[src/rtl/rr_bus_arbiter4.sv]
// ----------------------------------------------------------------------------
// rr_bus_arbiter4
//   Round-robin arbiter that shares one bus/memory port among four masters.
//   An owner keeps the port until it drops its request. On release the port
//   passes straight to the next pending requester in rotating order, with no
//   dead cycle in between. grant, sel and busy are all registered.
//
//   Optional feature (compile-time macro RR_ARB_HOLD_LIMIT_EN):
//     When defined, an owner that has held the port for MAX_HOLD consecutive
//     cycles is preempted if any other master is waiting. The preempted
//     master stays pending and competes normally. When undefined, the hold
//     counter is removed and MAX_HOLD is only range-checked.
//
// Parameters
//   MAX_HOLD : owned cycles before forced handover (1..255)
//
// Ports
//   clk   in   system clock, rising edge
//   reset in   synchronous, active-high reset
//   req   in   [3:0] per-master request, held for the whole transaction
//   grant out  [3:0] registered one-hot grant, zero when idle
//   sel   out  [1:0] index of current/last owner (port mux select)
//   busy  out  high whenever any grant bit is high
// ----------------------------------------------------------------------------
module rr_bus_arbiter4 #(
    parameter int MAX_HOLD = 16
) (
    input  logic       clk,
    input  logic       reset,
    input  logic [3:0] req,
    output logic [3:0] grant,
    output logic [1:0] sel,
    output logic       busy
);

    if (MAX_HOLD < 1 || MAX_HOLD > 255) begin : g_bad_hold
        $error("rr_bus_arbiter4: MAX_HOLD must be 1..255");
    end

    typedef enum logic {IDLE, OWN} state_t;

    state_t     state;
    logic [1:0] last;     // last winner; search starts one past it

    // Returns {found, index} of the first set bit of r, scanning
    // after+1, after+2, ... wrapping 3->0. Scanning from far to near lets
    // the nearest hit overwrite the others, so no early exit is needed.
    function automatic logic [2:0] rr_pick(input logic [3:0] r, input logic [1:0] after);
        logic [2:0] res;
        logic [1:0] idx;
        res = 3'b000;
        for (int k = 4; k >= 1; k--) begin
            idx = after + 2'(k);
            if (r[idx]) res = {1'b1, idx};
        end
        return res;
    endfunction

    logic [2:0] pick_idle;   // winner when no one owns the port
    logic [2:0] pick_other;  // winner among everyone except the owner
    logic       preempt;
    logic       take_over;

    assign pick_idle  = rr_pick(req, last);
    // Masking the owner also keeps a preempted owner from winning itself.
    assign pick_other = rr_pick(req & ~(4'b0001 << sel), sel);

`ifdef RR_ARB_HOLD_LIMIT_EN
    localparam logic [7:0] HOLD_LAST = 8'(MAX_HOLD - 1);
    logic [7:0] hold_cnt;    // owned cycles minus one, saturating

    assign preempt = (hold_cnt >= HOLD_LAST);
`else
    assign preempt = 1'b0;
`endif

    // Owner gives up the port this edge: voluntary release, or a hold-limit
    // preemption that only counts when somebody else is actually waiting.
    assign take_over = (state == OWN) && (!req[sel] || (preempt && pick_other[2]));

`ifdef RR_ARB_HOLD_LIMIT_EN
    always_ff @(posedge clk) begin
        if (reset) begin
            hold_cnt <= 8'd0;
        end else if (state == OWN && !take_over) begin
            if (hold_cnt != 8'hFF) hold_cnt <= hold_cnt + 8'd1;
        end else begin
            hold_cnt <= 8'd0;
        end
    end
`endif

    always_ff @(posedge clk) begin
        if (reset) begin
            state <= IDLE;
            grant <= 4'b0000;
            sel   <= 2'b00;
            busy  <= 1'b0;
            last  <= 2'd3;
        end else begin
            case (state)
                IDLE: begin
                    if (pick_idle[2]) begin
                        state <= OWN;
                        grant <= 4'b0001 << pick_idle[1:0];
                        sel   <= pick_idle[1:0];
                        last  <= pick_idle[1:0];
                        busy  <= 1'b1;
                    end
                end
                OWN: begin
                    if (take_over) begin
                        if (pick_other[2]) begin
                            grant <= 4'b0001 << pick_other[1:0];
                            sel   <= pick_other[1:0];
                            last  <= pick_other[1:0];
                        end else begin
                            // sel holds the last owner so the port mux stays put
                            state <= IDLE;
                            grant <= 4'b0000;
                            busy  <= 1'b0;
                        end
                    end
                end
                default: state <= IDLE;
            endcase
        end
    end

endmodule

[config.mk]
export PLATFORM = sky130hd
export DESIGN_NAME = rr_bus_arbiter4
export DESIGN_NICKNAME = d
export VERILOG_FILES = /design/src/rtl/rr_bus_arbiter4.sv
export SDC_FILE = /design/constraint.sdc
export NUM_CORES = 1
export LEC_CHECK = 0
export ABC_CLOCK_PERIOD_IN_PS = 3300
export CORE_UTILIZATION = 56
export DETAILED_ROUTE_END_ITERATION = 8
export PLACE_DENSITY = 0.86
export SLEW_MARGIN = 15
export SYNTH_ARGS = -nofsm -noshare
export SYNTH_HDL_FRONTEND = slang
export SYNTH_SLANG_ARGS = --single-unit
[constraint.sdc]
create_clock -name clk -period 3.3 [get_ports clk]
set_input_delay 0.33 -clock clk [delete_from_list [all_inputs] [get_ports clk]]
set_output_delay 0.33 -clock clk [all_outputs]
set_load 0.1 [all_outputs]
==> summary.md, run 1 <==
| Metric | Value |
|---|---|
| CP startpoint | `sel[0]` |
| Hold Violations, Final | `0` |
| # setup viols final | `0` |
| Max-slew violations | `0` |
| Worst hold path type | `flip-flop to flip-flop` |
| Critical-path cell list | `inv_1 > ha_1 > nand2b_1 > a2111oi_0 > a221oi_1 > and2_1 > or3_1 > a21oi_1` |
| Clock skew | `10.19 ps` |
| Setup tns final | `0 ps` |
| Initial Util | `62.65%` |
| Number of cells on the critical path | `8` |
| H-tree Lvls | `1` |
| Clock Tree Buf Depth | `2` |
| WL met2 | `901 um` |
| Leak pwr | `0.0003650 uW` |
| Die X | `40.87 um` |
| Crit path max-delay family | `simple AND/OR/NAND/NOR gates` |
| Async S/R FF share, synth | `0%` |
| CTS sink cnt | `10` |
| Via density | `just over 6` |
| Top cells by area, synth | `dfxtp_1, a21oi_1, ha_1` |
| Port Buffers | `12` |
| Max Clk Rate | `0.3928 GHz` |
| Fin crit period | `between 2000 and 3000 ps` |
| CP max stage delay | `650 ps` |
| Worst path arrival time | `2740 ps` |
| Worst-Margin Slew | `970.0 ps` |
| Post-Syn Instances | `108` |
| Number of synthesized flops with an enable pin | `0` |
| Area leader, netlist | `dfxtp_1` |
| GR Util All Layers | `about a quarter` |
| Seq/Total Area, Yosys | `around a quarter` |
| Design area | `945.9 um2` |
| Yosys cell types | `between 40 and 50` |
| Crit path capture | `grant[1]` |
| Worst VDD drop | `0.0003073 V` |
| Root buffer cell | `clkbuf_4` |
| Die area | `1670 um2` |
| First-pass GRT wire length | `between 2000 and 3000 um` |
| Wire per inst | `between 10 and 15 um` |
| Routability cong. | `0.8750` |
| Routed wire length | `between 1500 and 2000 um` |
| Most common cell after layout, fill and taps aside | `a21oi_1` |
| Critical path type | `flip-flop to flip-flop` |
| Layout cells sized above 1 | `approximately 8.5%` |
| Reg-to-Reg End | `grant[1]` |
| Wl on met1 | `862 um` |
| Fin util | `70.06%` |
| Synth-to-layout area growth | `11.83%` |
| CTS tree | `yes` |
| Primary FF master, synth | `dfxtp_1` |
| Drt initial violations | `47` |
| Slowest-stage cell, CP | `dfxtp_1` |
| Max Used Layer | `met4` |
| CORE AREA | `1350 um2` |
| Share of the synthesized area in the top cell type | `between 20% and 30%` |
| Yosys warning total | `0` |
| Critical Path RT | `3490 ps` |
| DR vias | `slightly above 800` |
| Pwr dens | `~560 nW/um2` |
| Post-CTS sizing | `0` |
| Number of global-route vias before repair | `646` |
| Net Count, Synth | `118` |
| Fin nets | `roughly 130` |
| Antenna viol nets, final | `0` |
| Reg clk slew, reported paths | `~70 ps` |
| WP buf/inv | `1` |
| Wire length on met3 | `113 um` |
| # hold bufs at CTS | `0` |
| Total gr overflow | `0` |
| Synth Cell Area | `845.8 um2` |
| # rows | `13` |
| DP HPWL | `1447 um` |
| Buffer count from post-CTS setup fixing | `0` |
| Worst r2r path cells | `8` |
| CP Max Fanout | `16` |
| Syn avg cell area | `roughly 7.8 um2` |
| Worst R2R Start | `sel[0]` |
| Residual DRC | `0` |
| I/O pin total | `13` |
| Chip Height | `40.87 um` |
| Clock Latency Late Sink | `around 260 ps` |
| Setup crit start kind | `flip-flop` |
| Initial antenna violation count | `0` |
| Max_slew headroom | `35.13%` |
| RSZ-0062 raised after global routing | `false` |
| Status | `complete, no violations` |
| Pin count of the biggest net entering global routing | `17` |
| Seq cells post-synth | `10` |
| Final period util | `77.15%` |
| Max-Cap Viols | `0` |
| R2r setup slk | `750 ps` |
| CTS Buf Count | `3` |
| Commonest cells after routing, fill and taps aside | `a21oi_1, nor2_1, clkdlybuf4s50_1` |
| Placed Area | `a little over 900 um2` |
| Type of element capturing the critical path | `flip-flop` |
| Drt first pass iters | `4` |
| Antenna diodes | `0` |
[synth_stat cells (2+ instances only)]
master / count
and2_1: 2
o21ai_1: 3
a21oi_1: 12
o22ai_1: 3
mux2i_1: 3
nand2_1: 9
dfxtp_1: 10
ha_1: 4
nor3_1: 3
nand2b_1: 5
nor2_1: 11
a211oi_1: 2
a2111oi_0: 2
nand3_1: 2
buf_6: 2
inv_1: 9
[layout make-up]
| cell class | instances | area, um2 |
|---|---|---|
| inverter | 9 | 33.78 |
| clock buffer | 3 | 22.52 |
| fill | 118 | 404.1 |
| tap | 15 | 18.77 |
| sequential | 10 | 200.2 |
| timing repair buffer | 12 | 117.6 |
| multi-input combinational | 83 | 553.0 |
[logic make-up (layout without fill, tap and decap cells)]
kind of cell    count (synthesis)  in the layout  synth area share [%]
mux                             4              4                 6.213
simple gates                   39             39                 23.67
compound gates                 36             36                 29.59
buf+inv                        15             24                 10.95
flops                          10             10                 23.67
fa+ha+maj                       4              4                 5.917
[how the worst min path moves through the flow]
stage	start	endpoint	slack [ps]	depth (start not counted)
3_3_place_gp	busy	busy	480	2
3_5_place_dp	busy	busy	490	2
4_1_cts	busy	busy	500	2
6_report	busy	busy	500	2
5_1_grt	busy	busy	590	2
2_1_floorplan	last[0]	last[0]	480	2
[worst reg2reg max path: cells and delay by family, from the launching register on]
family / cells / cell delay (ps)
AOI/OAI and AO/OA: 3 / 720
and+or+nand+nor: 3 / 740
adders and majority gates: 1 / 220
buffers and inverters: 1 / 160
DFF: 1 / 650
[stage by stage]
step	std cells	hold slack (ps)	power, uW	worst slack, ps
after floorplan	108	476.1	396.8	381.8
after global routing	132	586.8	561.4	554.3
after global placement	129	481.5	444.6	853.4
final	132	504.3	532.0	754.1
after detailed placement	129	493.0	450.3	819.9
after CTS	132	504.1	531.8	816.7
[registers in the layout (all words and copies together) (netlist names)]
name,count
sel,2
busy,1
grant,4
state,1
last,2
[routing by layer]
layer | up-vias | GRT usage, %
met3 | 2 | 4.891
met1 | 370 | 36.18
li1 | 408 | -
met5 | - | 0
met4 | 0 | 7.500
met2 | 33 | 40.23
[power by group]
group	internal, uW	switching [uW]
sequential	139	27.4
combinational	92.8	192
clock	42.0	39.1
(Power assumes the default switching activity.)
==> run 2: changes to the inputs <==
--- a/config.mk
+++ b/config.mk
@@ -5,10 +5,10 @@
 export SDC_FILE = /design/constraint.sdc
 export NUM_CORES = 1
 export LEC_CHECK = 0
-export ABC_CLOCK_PERIOD_IN_PS = 3300
-export CORE_UTILIZATION = 56
+export ABC_CLOCK_PERIOD_IN_PS = 2220
+export CORE_UTILIZATION = 47
 export DETAILED_ROUTE_END_ITERATION = 8
-export PLACE_DENSITY = 0.86
+export PLACE_DENSITY = 0.78
 export SLEW_MARGIN = 15
 export SYNTH_ARGS = -nofsm -noshare
 export SYNTH_HDL_FRONTEND = slang
==> constraint.sdc (replaced) <==
create_clock -name clk -period 2.22 [get_ports clk]
set_input_delay 0.222 -clock clk [delete_from_list [all_inputs] [get_ports clk]]
set_output_delay 0.222 -clock clk [all_outputs]
set_load 0.1 [all_outputs]
==> run 2 against run 1 <==
  * Clock skew decreased by 5.1 ps
  * Combinational power is 63% higher
  * Largest cell class unchanged
  * Clock-buffer cell count is 1 higher
  * Critical endpoint unchanged
  * Sequential share of layout area down 1.4 points
==> summary.md, run 2 (synthesis results as in run 1) <==
| Metric | Value |
|---|---|
| I/O pin total | `13` |
| Total gr overflow | `0` |
| RSZ-0062 raised after global routing | `false` |
| Reg-to-Reg End | `grant[1]` |
| Max-slew violations | `0` |
| Footprint of the multi-input gates | `approximately 570 um2` |
| CTS tree | `yes` |
| Post-CTS sizing | `0` |
| Hold Path Depth | `2` |
| GR Util All Layers | `approximately a quarter` |
| Worst r2r path cells | `8` |
| Setup crit start kind | `flip-flop` |
| Fin util | `66.01%` |
| CP max stage delay | `400 ps` |
| Synth-to-layout area growth | `24.41%` |
| Type of element capturing the critical path | `flip-flop` |
| Largest register FFs | `4` |
| Die X | `roughly 44 um` |
| Reg clk slew, reported paths | `70 ps` |
| Wire per inst | `13.94 um` |
| CP Max Fanout | `8` |
| Max_slew headroom | `71.25%` |
| Residual DRC | `0` |
| Max Clk Rate | `approximately 0.48 GHz` |
| Die area | `just under 2000 um2` |
| Pin count of the biggest net entering global routing | `13` |
| Hold Violations, Final | `0` |
| First-pass GRT wire length | `3443 um` |
| Initial Util | `between 50% and 60%` |
| Clock Latency Late Sink | `270 ps` |
| Clock Tree Buf Depth | `2` |
| R2r setup slk | `160 ps` |
| Initial antenna violation count | `0` |
| Min-Delay Startpoint | `busy` |
| Top Registers | `grant (4), last (2), sel (2)` |
| Top reg by flops | `grant` |
| CTS Buf Count | `3` |
| Worst path arrival time | `~2300 ps` |
| Routability cong. | `0.9242` |
| Leak pwr | `between 0.0004 and 0.0005 uW` |
| Critical-path cell list | `inv_2 > ha_1 > nand2b_1 > a2111oi_1 > a31oi_1 > and2_1 > or3_1 > a21oi_1` |
| # hold bufs at CTS | `0` |
| Worst hold path type | `flip-flop to flip-flop` |
| CTS sink cnt | `10` |
| Setup ws final | `156.9 ps` |
| Layout cells sized above 1 | `~25%` |
| Hold Slack | `494.9 ps` |
| Antenna viol nets, final | `0` |
| Pwr dens | `824.9 nW/um2` |
| Drt first pass iters | `4` |
| Critical Path RT | `2420 ps` |
| DP HPWL | `around 1600 um` |
| Port Buffers | `12` |
| Clock skew | `5.043 ps` |
| CORE AREA | `1594 um2` |
| DR vias | `869` |
| Commonest cells after routing, fill and taps aside | `buf_4, a21oi_1, nor2_1` |
| Slowest-stage cell, CP | `dfxtp_4` |
| FILL cells | `approximately 140` |
| Buffer count from post-CTS setup fixing | `0` |
| Chip Height | `between 40 and 50 um` |
| Max-Cap Viols | `0` |
| Antenna diodes | `0` |
| Worst R2R Start | `sel[1]` |
| Setup slack at placement | `-47.67 ps` |
| Final period util | `between 90 and 100%` |
| # setup viols final | `0` |
| Critical path type | `flip-flop to flip-flop` |
| Worst-Margin Slew | `between 400 and 500 ps` |
| Root buffer cell | `clkbuf_4` |
| Number of global-route vias before repair | `around 760` |
| Drt initial violations | `26` |
| Routed wire length | `2119 um` |
| Status | `complete, no violations` |
| # rows | `14` |
| Worst VDD drop | `0.0006327 V` |
| Seq. cell area | `~210 um2` |
| Fin nets | `between 100 and 150` |
| Fin crit period | `2063 ps` |
| H-tree Lvls | `1` |
| Worst hold path endpoint | `busy` |
| Most common cell after layout, fill and taps aside | `buf_4` |
| Via density | `between 5 and 6` |
## run 2: cell count changes in the layout (fill, tap and decap cells not counted), sizes merged
| cell | delta |
|---|---|
| clkdlybuf4s50 | -6 |
| clkbuf | +1 |
| buf | +16 |
## run 2: worst max-delay path by stage
stage,from,to,slack [ps]
2_1_floorplan,sel[0],grant[1],50
3_3_place_gp,req[1],grant[1],7
3_5_place_dp,req[1],grant[1],-50
4_1_cts,sel[1],grant[2],80
5_1_grt,sel[1],grant[1],20
6_report,sel[1],grant[1],160
## run 2: per-stage QoR
step                      instances  TNS, ps  total power [uW]  cell area, um2
after floorplan                 108        0             592.7           853.3
after global placement          148        0             686.7            1002
after detailed placement        148   -79.57             693.8            1002
after CTS                       152        0             860.1            1039
after global routing            152        0             917.8            1052
final                           152        0             868.0            1052
## run 2: power by group
part / total [uW] / leakage [uW] / switching, uW / internal [uW]
combinational: 464 / 0.000329 / 307 / 157
sequential: 240 / 0.0000843 / 31.4 / 209
clock: 163 / 0.0000210 / 63.8 / 99.6
## run 2: layout make-up
cell class	instances	area share (%)
Tap cell	24	2.854
Clock buffer	4	3.448
Inverter	9	3.210
Sequential cell	10	19.74
Timing Repair Buffer	22	16.88
Multi-Input combinational cell	83	53.86
## run 2: worst max-delay path: cells and delay by family (launching register included)
family	cells	cell delay (ps)
AOI/OAI and AO/OA	3	610
adders and majority gates	1	180
buffers and inverters	1	90
and+or+nand+nor	3	730
DFF	1	400
## run 2: metal layers
metal	wire length (um)	share of wire (%)	global-route usage [%]	vias up
met5	0	0	0	-
met3	82	3.9	6.122	2
met4	9	0.42	3.636	0
met1	1044	49	34.60	406
met2	983	46	35.29	29
li1	-	-	-	432
